File: src/rtl/instr_prefetch_unit.sv
// -----------------------------------------------------------------------------
// instr_prefetch_unit
//
// IF-stage front end. Owns the fetch PC, issues word requests to instruction
// memory (valid/ready request channel, in-order responses), buffers returned
// instructions in a small FIFO and presents the head instruction plus its PC to
// the IF/ID register. A redirect flushes the buffer and arranges for responses
// to requests already in flight to be discarded.
//
// Ports:
//   clk              clock, all state on the rising edge
//   rst              asynchronous active-low reset
//   imem_req_valid   request valid (credit limited, withdrawn on redirect)
//   imem_req_addr    word-aligned fetch address (the fetch PC register)
//   imem_req_ready   memory accepts the request this cycle
//   imem_resp_valid  response valid, in order, one per accepted request
//   imem_resp_data   instruction word
//   redirect_valid   flush and restart fetch at redirect_pc
//   redirect_pc      new fetch address, bits [1:0] forced to zero
//   instr_out        head instruction, NOP when empty
//   instr_pc_out     PC of head instruction, 0 when empty
//   instr_valid      FIFO non-empty
//   instr_take       consumer pops the head this cycle
// -----------------------------------------------------------------------------
module instr_prefetch_unit #(
    parameter int unsigned DEPTH    = 4,
    parameter logic [31:0] RESET_PC = 32'h0000_0000
) (
    input  logic        clk,
    input  logic        rst,
    output logic        imem_req_valid,
    output logic [31:0] imem_req_addr,
    input  logic        imem_req_ready,
    input  logic        imem_resp_valid,
    input  logic [31:0] imem_resp_data,
    input  logic        redirect_valid,
    input  logic [31:0] redirect_pc,
    output logic [31:0] instr_out,
    output logic [31:0] instr_pc_out,
    output logic        instr_valid,
    input  logic        instr_take
);

    localparam int unsigned CntW     = $clog2(DEPTH + 1);
    localparam int unsigned PtrW     = $clog2(DEPTH);
    localparam logic [CntW:0] DepthLim = (CntW + 1)'(DEPTH);
    localparam logic [31:0] Nop      = 32'h0000_0013;

    logic [31:0]     fpc_q, fpc_d;
    // PC of the next response that will actually be pushed; reloaded on
    // redirect so discarded responses never advance it.
    logic [31:0]     rpc_q, rpc_d;
    logic [CntW-1:0] outstanding_q, outstanding_d;
    logic [CntW-1:0] discard_q, discard_d;
    logic [CntW-1:0] count_q, count_d;
    logic [PtrW-1:0] rd_ptr_q, rd_ptr_d;
    logic [PtrW-1:0] wr_ptr_q, wr_ptr_d;

    logic [31:0] data_mem [DEPTH];
    logic [31:0] pc_mem   [DEPTH];

    logic        accept;
    logic        resp_drop;
    logic        push;
    logic        pop;
    logic [CntW:0] credit_used;
    logic [31:0] redirect_aligned;

    assign redirect_aligned = {redirect_pc[31:2], 2'b00};
    assign credit_used      = {1'b0, count_q} + {1'b0, outstanding_q};

    // Request is also gated by rst so it reads 0 while reset is held.
    assign imem_req_valid = rst && !redirect_valid && (credit_used < DepthLim);
    assign imem_req_addr  = fpc_q;

    assign accept    = imem_req_valid && imem_req_ready;
    // A response in a redirect cycle belongs to the old stream by definition.
    assign resp_drop = imem_resp_valid && (redirect_valid || (discard_q != '0));
    assign push      = imem_resp_valid && !resp_drop;
    assign pop       = instr_take && (count_q != '0) && !redirect_valid;

    always_comb begin
        fpc_d         = fpc_q;
        rpc_d         = rpc_q;
        outstanding_d = outstanding_q;
        discard_d     = discard_q;
        count_d       = count_q;
        rd_ptr_d      = rd_ptr_q;
        wr_ptr_d      = wr_ptr_q;

        if (accept) begin
            outstanding_d = outstanding_d + CntW'(1);
        end
        if (imem_resp_valid) begin
            outstanding_d = outstanding_d - CntW'(1);
        end

        if (redirect_valid) begin
            // No request is accepted in a redirect cycle, so everything still
            // in flight after this edge belongs to the old stream.
            fpc_d     = redirect_aligned;
            rpc_d     = redirect_aligned;
            discard_d = outstanding_q - CntW'(imem_resp_valid);
            count_d   = '0;
            rd_ptr_d  = '0;
            wr_ptr_d  = '0;
        end else begin
            if (accept) begin
                fpc_d = fpc_q + 32'd4;
            end
            if (resp_drop) begin
                discard_d = discard_q - CntW'(1);
            end
            if (push) begin
                rpc_d    = rpc_q + 32'd4;
                wr_ptr_d = wr_ptr_q + PtrW'(1);
                count_d  = count_d + CntW'(1);
            end
            if (pop) begin
                rd_ptr_d = rd_ptr_q + PtrW'(1);
                count_d  = count_d - CntW'(1);
            end
        end
    end

    always_ff @(posedge clk or negedge rst) begin
        if (!rst) begin
            fpc_q         <= RESET_PC;
            rpc_q         <= RESET_PC;
            outstanding_q <= '0;
            discard_q     <= '0;
            count_q       <= '0;
            rd_ptr_q      <= '0;
            wr_ptr_q      <= '0;
        end else begin
            fpc_q         <= fpc_d;
            rpc_q         <= rpc_d;
            outstanding_q <= outstanding_d;
            discard_q     <= discard_d;
            count_q       <= count_d;
            rd_ptr_q      <= rd_ptr_d;
            wr_ptr_q      <= wr_ptr_d;
        end
    end

    // Storage needs no reset: entries are only visible while count_q covers them.
    always_ff @(posedge clk) begin
        if (push) begin
            data_mem[wr_ptr_q] <= imem_resp_data;
            pc_mem[wr_ptr_q]   <= rpc_q;
        end
    end

    always_comb begin
        instr_valid  = (count_q != '0);
        instr_out    = Nop;
        instr_pc_out = '0;
        if (instr_valid) begin
            instr_out    = data_mem[rd_ptr_q];
            instr_pc_out = pc_mem[rd_ptr_q];
        end
    end

endmodule

File: config.mk
export PLATFORM = sky130hd
export DESIGN_NAME = instr_prefetch_unit
export DESIGN_NICKNAME = d
export VERILOG_FILES = /design/src/rtl/instr_prefetch_unit.sv
export SDC_FILE = /design/constraint.sdc
export NUM_CORES = 1
export LEC_CHECK = 0
export ABC_AREA = 1
export ABC_CLOCK_PERIOD_IN_PS = 5100
export BUFFER_PORTS_ARGS = -buffer_cell sky130_fd_sc_hd__buf_2
export CORE_UTILIZATION = 50
export CTS_CLUSTER_DIAMETER = 30
export CTS_CLUSTER_SIZE = 12
export DETAILED_ROUTE_END_ITERATION = 6
export PLACE_DENSITY = 0.81
export SYNTH_ARGS = -nofsm -noshare
export SYNTH_HDL_FRONTEND = slang
export SYNTH_SLANG_ARGS = --single-unit
File: constraint.sdc
create_clock -name clk -period 5.1 [get_ports clk]
set_input_delay 0.765 -clock clk [delete_from_list [all_inputs] [get_ports clk]]
set_output_delay 0.765 -clock clk [all_outputs]
set_load 0.02 [all_outputs]
==> results.md <==
* Status: finished, final reports clean
* Clk_skew at 25.0 ps
* Top-Level Pins at 168
* First-pass GRT wire length at 59600 µm
* Max-slew violation count at 0
* LEAKAGE at 7.34 nW
* Post-route DRC violation count at 0
* Post-DP HPWL at 22700 µm
* Setup CP Type: register to primary output
* # setup viols final at 0
* P per Cell Area at 528 nW/µm²
* Initial antenna violation count at 0
* Post-CTS sizing at 0
* Unrepaired setup endpoints after global routing: no
* WP data arrival at 3030 ps
* Cell Area, Synth at 14900 µm²
* Clock Tree Root: clkbuf_16
* Drt wl/cell at 17.6 µm
* Fin util at 0.623
* Slew @ Worst Pin at 1090 ps
* Via count at 11700
* Largest net degree at the start of global routing at 102
* Tcrit/Tclk final at 0.744
* Number of synthesized flops with an enable pin at 248
* Design area at 18100 µm²
* DR iter-0 viols at 1108
* Vias per cell at 5.43
* Worst R2R End: pc_mem[0][21]
* Final setup margin at 1310 ps
* CORE AREA at 29000 µm²
* Critical Path Start Type: register
* Total CTS buffers at 56
* Placed Area at 16000 µm²
* Sequential fraction of the synthesis area at 0.622
* Synth area leaders: edfxtp_1 50%, dfrtp_1 12%, nor2_1 9.0%
* Most frequent cells in the layout: 352 x nor2_1, 329 x nand2_1, 248 x edfxtp_1
* Starting Density at 0.514
* Number of nets still failing antenna checks after routing at 0
* CP Data Required Time at 4340 ps
* Unique masters post-synth at 36
* Longest Clk Path Bufs at 3
* CTS tree: built
* Max Clk Rate at 264 MHz
* Predominant post-synthesis flop cell: edfxtp_1
* Worst-Skew Late Latency at 560 ps
* Critical path capture point type: primary output
* Pre-CTS WS at 1600 ps
* Global route total overflow at 0
* Register bit total from synthesis at 321
* Min cycle time layout at 3790 ps
* CTS clk-pin slew, worst paths at 50 ps
* Die height at 175 µm
* Post-Route Setup TNS at 0 ps
* Cts hold-fix bufs at 0
* Worst slew margin at 0.276
* Reg2reg setup slack at 2030 ps
* Syn Inst Count at 1569
* Most common cell after layout, fill and taps aside: nor2_1
* Area Growth Syn to Fin at 21.3%
* Gpl congestion at 0.931
* Worst R2R Path Depth at 7
* Final Hold Viols at 0
* FP Rows at 62
* Final wirelength at 38100 µm
* Nets@finish at 1820
* Maximum resistive drop on vdd at 0.000295 V
* Avg Cell Area, Syn at 9.50 µm²
* Worst r2r src: discard_q[0]
* Vias in the first global route at 11600
* Synth top area share at 0.499
* Crit Path Max Fanout at 101
* Max_cap viols at 0
* Synth warnings at 0
* Die footprint at 30500 µm²
* Fraction of registers with async set/reset at 0.227
* Worst hold-check path type: input port to async pin
* Fraction of layout cells with a size suffix above 1 at 0.172
* Fill cells at 2303
* Clock Sinks at 321
* All-Layer GR Usage at 0.249
* DR pass1 iterations at 5
* Setup Fix Bufs, Post-CTS at 0
* Synth area leader: edfxtp_1
* Port Buffers at 161
* Htree depth at 2
* Die width at 175 µm
==> cell usage after synthesis (3+ instances only) <==
cell type / count
nor2_1: 357
nand2_1: 329
edfxtp_1: 248
o21ai_0: 143
nand3_1: 95
inv_1: 90
dfrtp_1: 73
a21oi_1: 65
clkbuf_1: 30
buf_2: 24
ha_1: 17
xor2_1: 17
o211ai_1: 10
buf_4: 9
nor2_2: 7
inv_2: 5
nand3b_1: 5
nor2_4: 5
xnor2_1: 5
buf_1: 4
nand2_2: 4
o21bai_1: 4
buf_6: 3
nand3_2: 3
o21ai_1: 3
o311ai_0: 3
==> power by group <==
| part | switching [W] | internal [W] | total [W] | leakage, nW |
|---|---|---|---|---|
| registers | 0.000254 | 0.00303 | 0.00329 | 3.13 |
| clock network | 0.00135 | 0.00260 | 0.00395 | 0.975 |
| logic | 0.00163 | 0.000679 | 0.00231 | 3.24 |
==> worst max path at each step <==
stage	from	to	slack (ps)	depth (start not counted)
2_1_floorplan	redirect_valid	data_mem[0][0]	830	4
3_3_place_gp	redirect_valid	data_mem[0][7]	1680	5
3_5_place_dp	redirect_valid	data_mem[2][7]	1600	5
4_1_cts	rd_ptr_q[0]	instr_pc_out[17]	1340	6
5_1_grt	rd_ptr_q[0]	instr_out[1]	1130	4
6_report	rd_ptr_q[0]	instr_pc_out[17]	1310	6
==> sequential cells by signal, summed over array words and instances, names as in the netlist <==
name / cells
count_q: 3
pc_mem: 120
discard_q: 3
imem_req_addr: 30
rpc_q: 30
rd_ptr_q: 2
wr_ptr_q: 2
outstanding_q: 3
data_mem: 128
==> through the flow <==
stage                     cells  hold slack, ps  power [W]
after floorplan            1572             469    0.00482
after global placement     2059             553    0.00553
after detailed placement   2059             555    0.00560
after CTS                  2163            92.3    0.00958
after global routing       2163             116    0.00995
final                      2164             107    0.00955
==> worst max-delay path: stages (launching register included) <==
cell and delay [ps]:
dfrtp_4 610, buf_4 870, nor2_1 120, nor2_1 150, o21ai_0 140, a21oi_1 280, buf_2 230
==> cells by family (layout without fill, tap and decap cells) <==
group / after synthesis / count (layout) / synth area share
XOR/XNOR: 23 / 23 / 0.0144
other: 1 / 5 / 0.000251
adder cells (fa/ha/maj): 17 / 17 / 0.0143
AND/OR/NAND/NOR: 810 / 810 / 0.220
buffers and inverters: 165 / 372 / 0.0473
flip-flops: 321 / 321 / 0.622
AO/OA/AOI/OAI: 232 / 232 / 0.0816
==> routing by layer <==
layer | part of all wire | vias to the layer above | track usage
met4 | 0.026 | 0 | 0.0812
met3 | 0.077 | 80 | 0.0400
li1 | - | 5576 | -
met1 | 0.42 | 5570 | 0.329
met2 | 0.48 | 521 | 0.420
met5 | 0 | - | 0
==> layout make-up <==
| class | count | area [µm²] | share of cell area |
|---|---|---|---|
| Sequential cell | 321 | 9280 | 0.513 |
| Tap cell | 384 | 480 | 0.0266 |
| Inverter | 95 | 357 | 0.0197 |
| Multi-Input combinational cell | 1086 | 4980 | 0.275 |
| Timing Repair Buffer | 173 | 948 | 0.0524 |
| Clock buffer | 61 | 1450 | 0.0802 |
| Antenna cell | 1 | 2.50 | 0.000138 |
| Clock inverter | 43 | 586 | 0.0324 |
No activity file was read; power rests on OpenSTA's default activity.
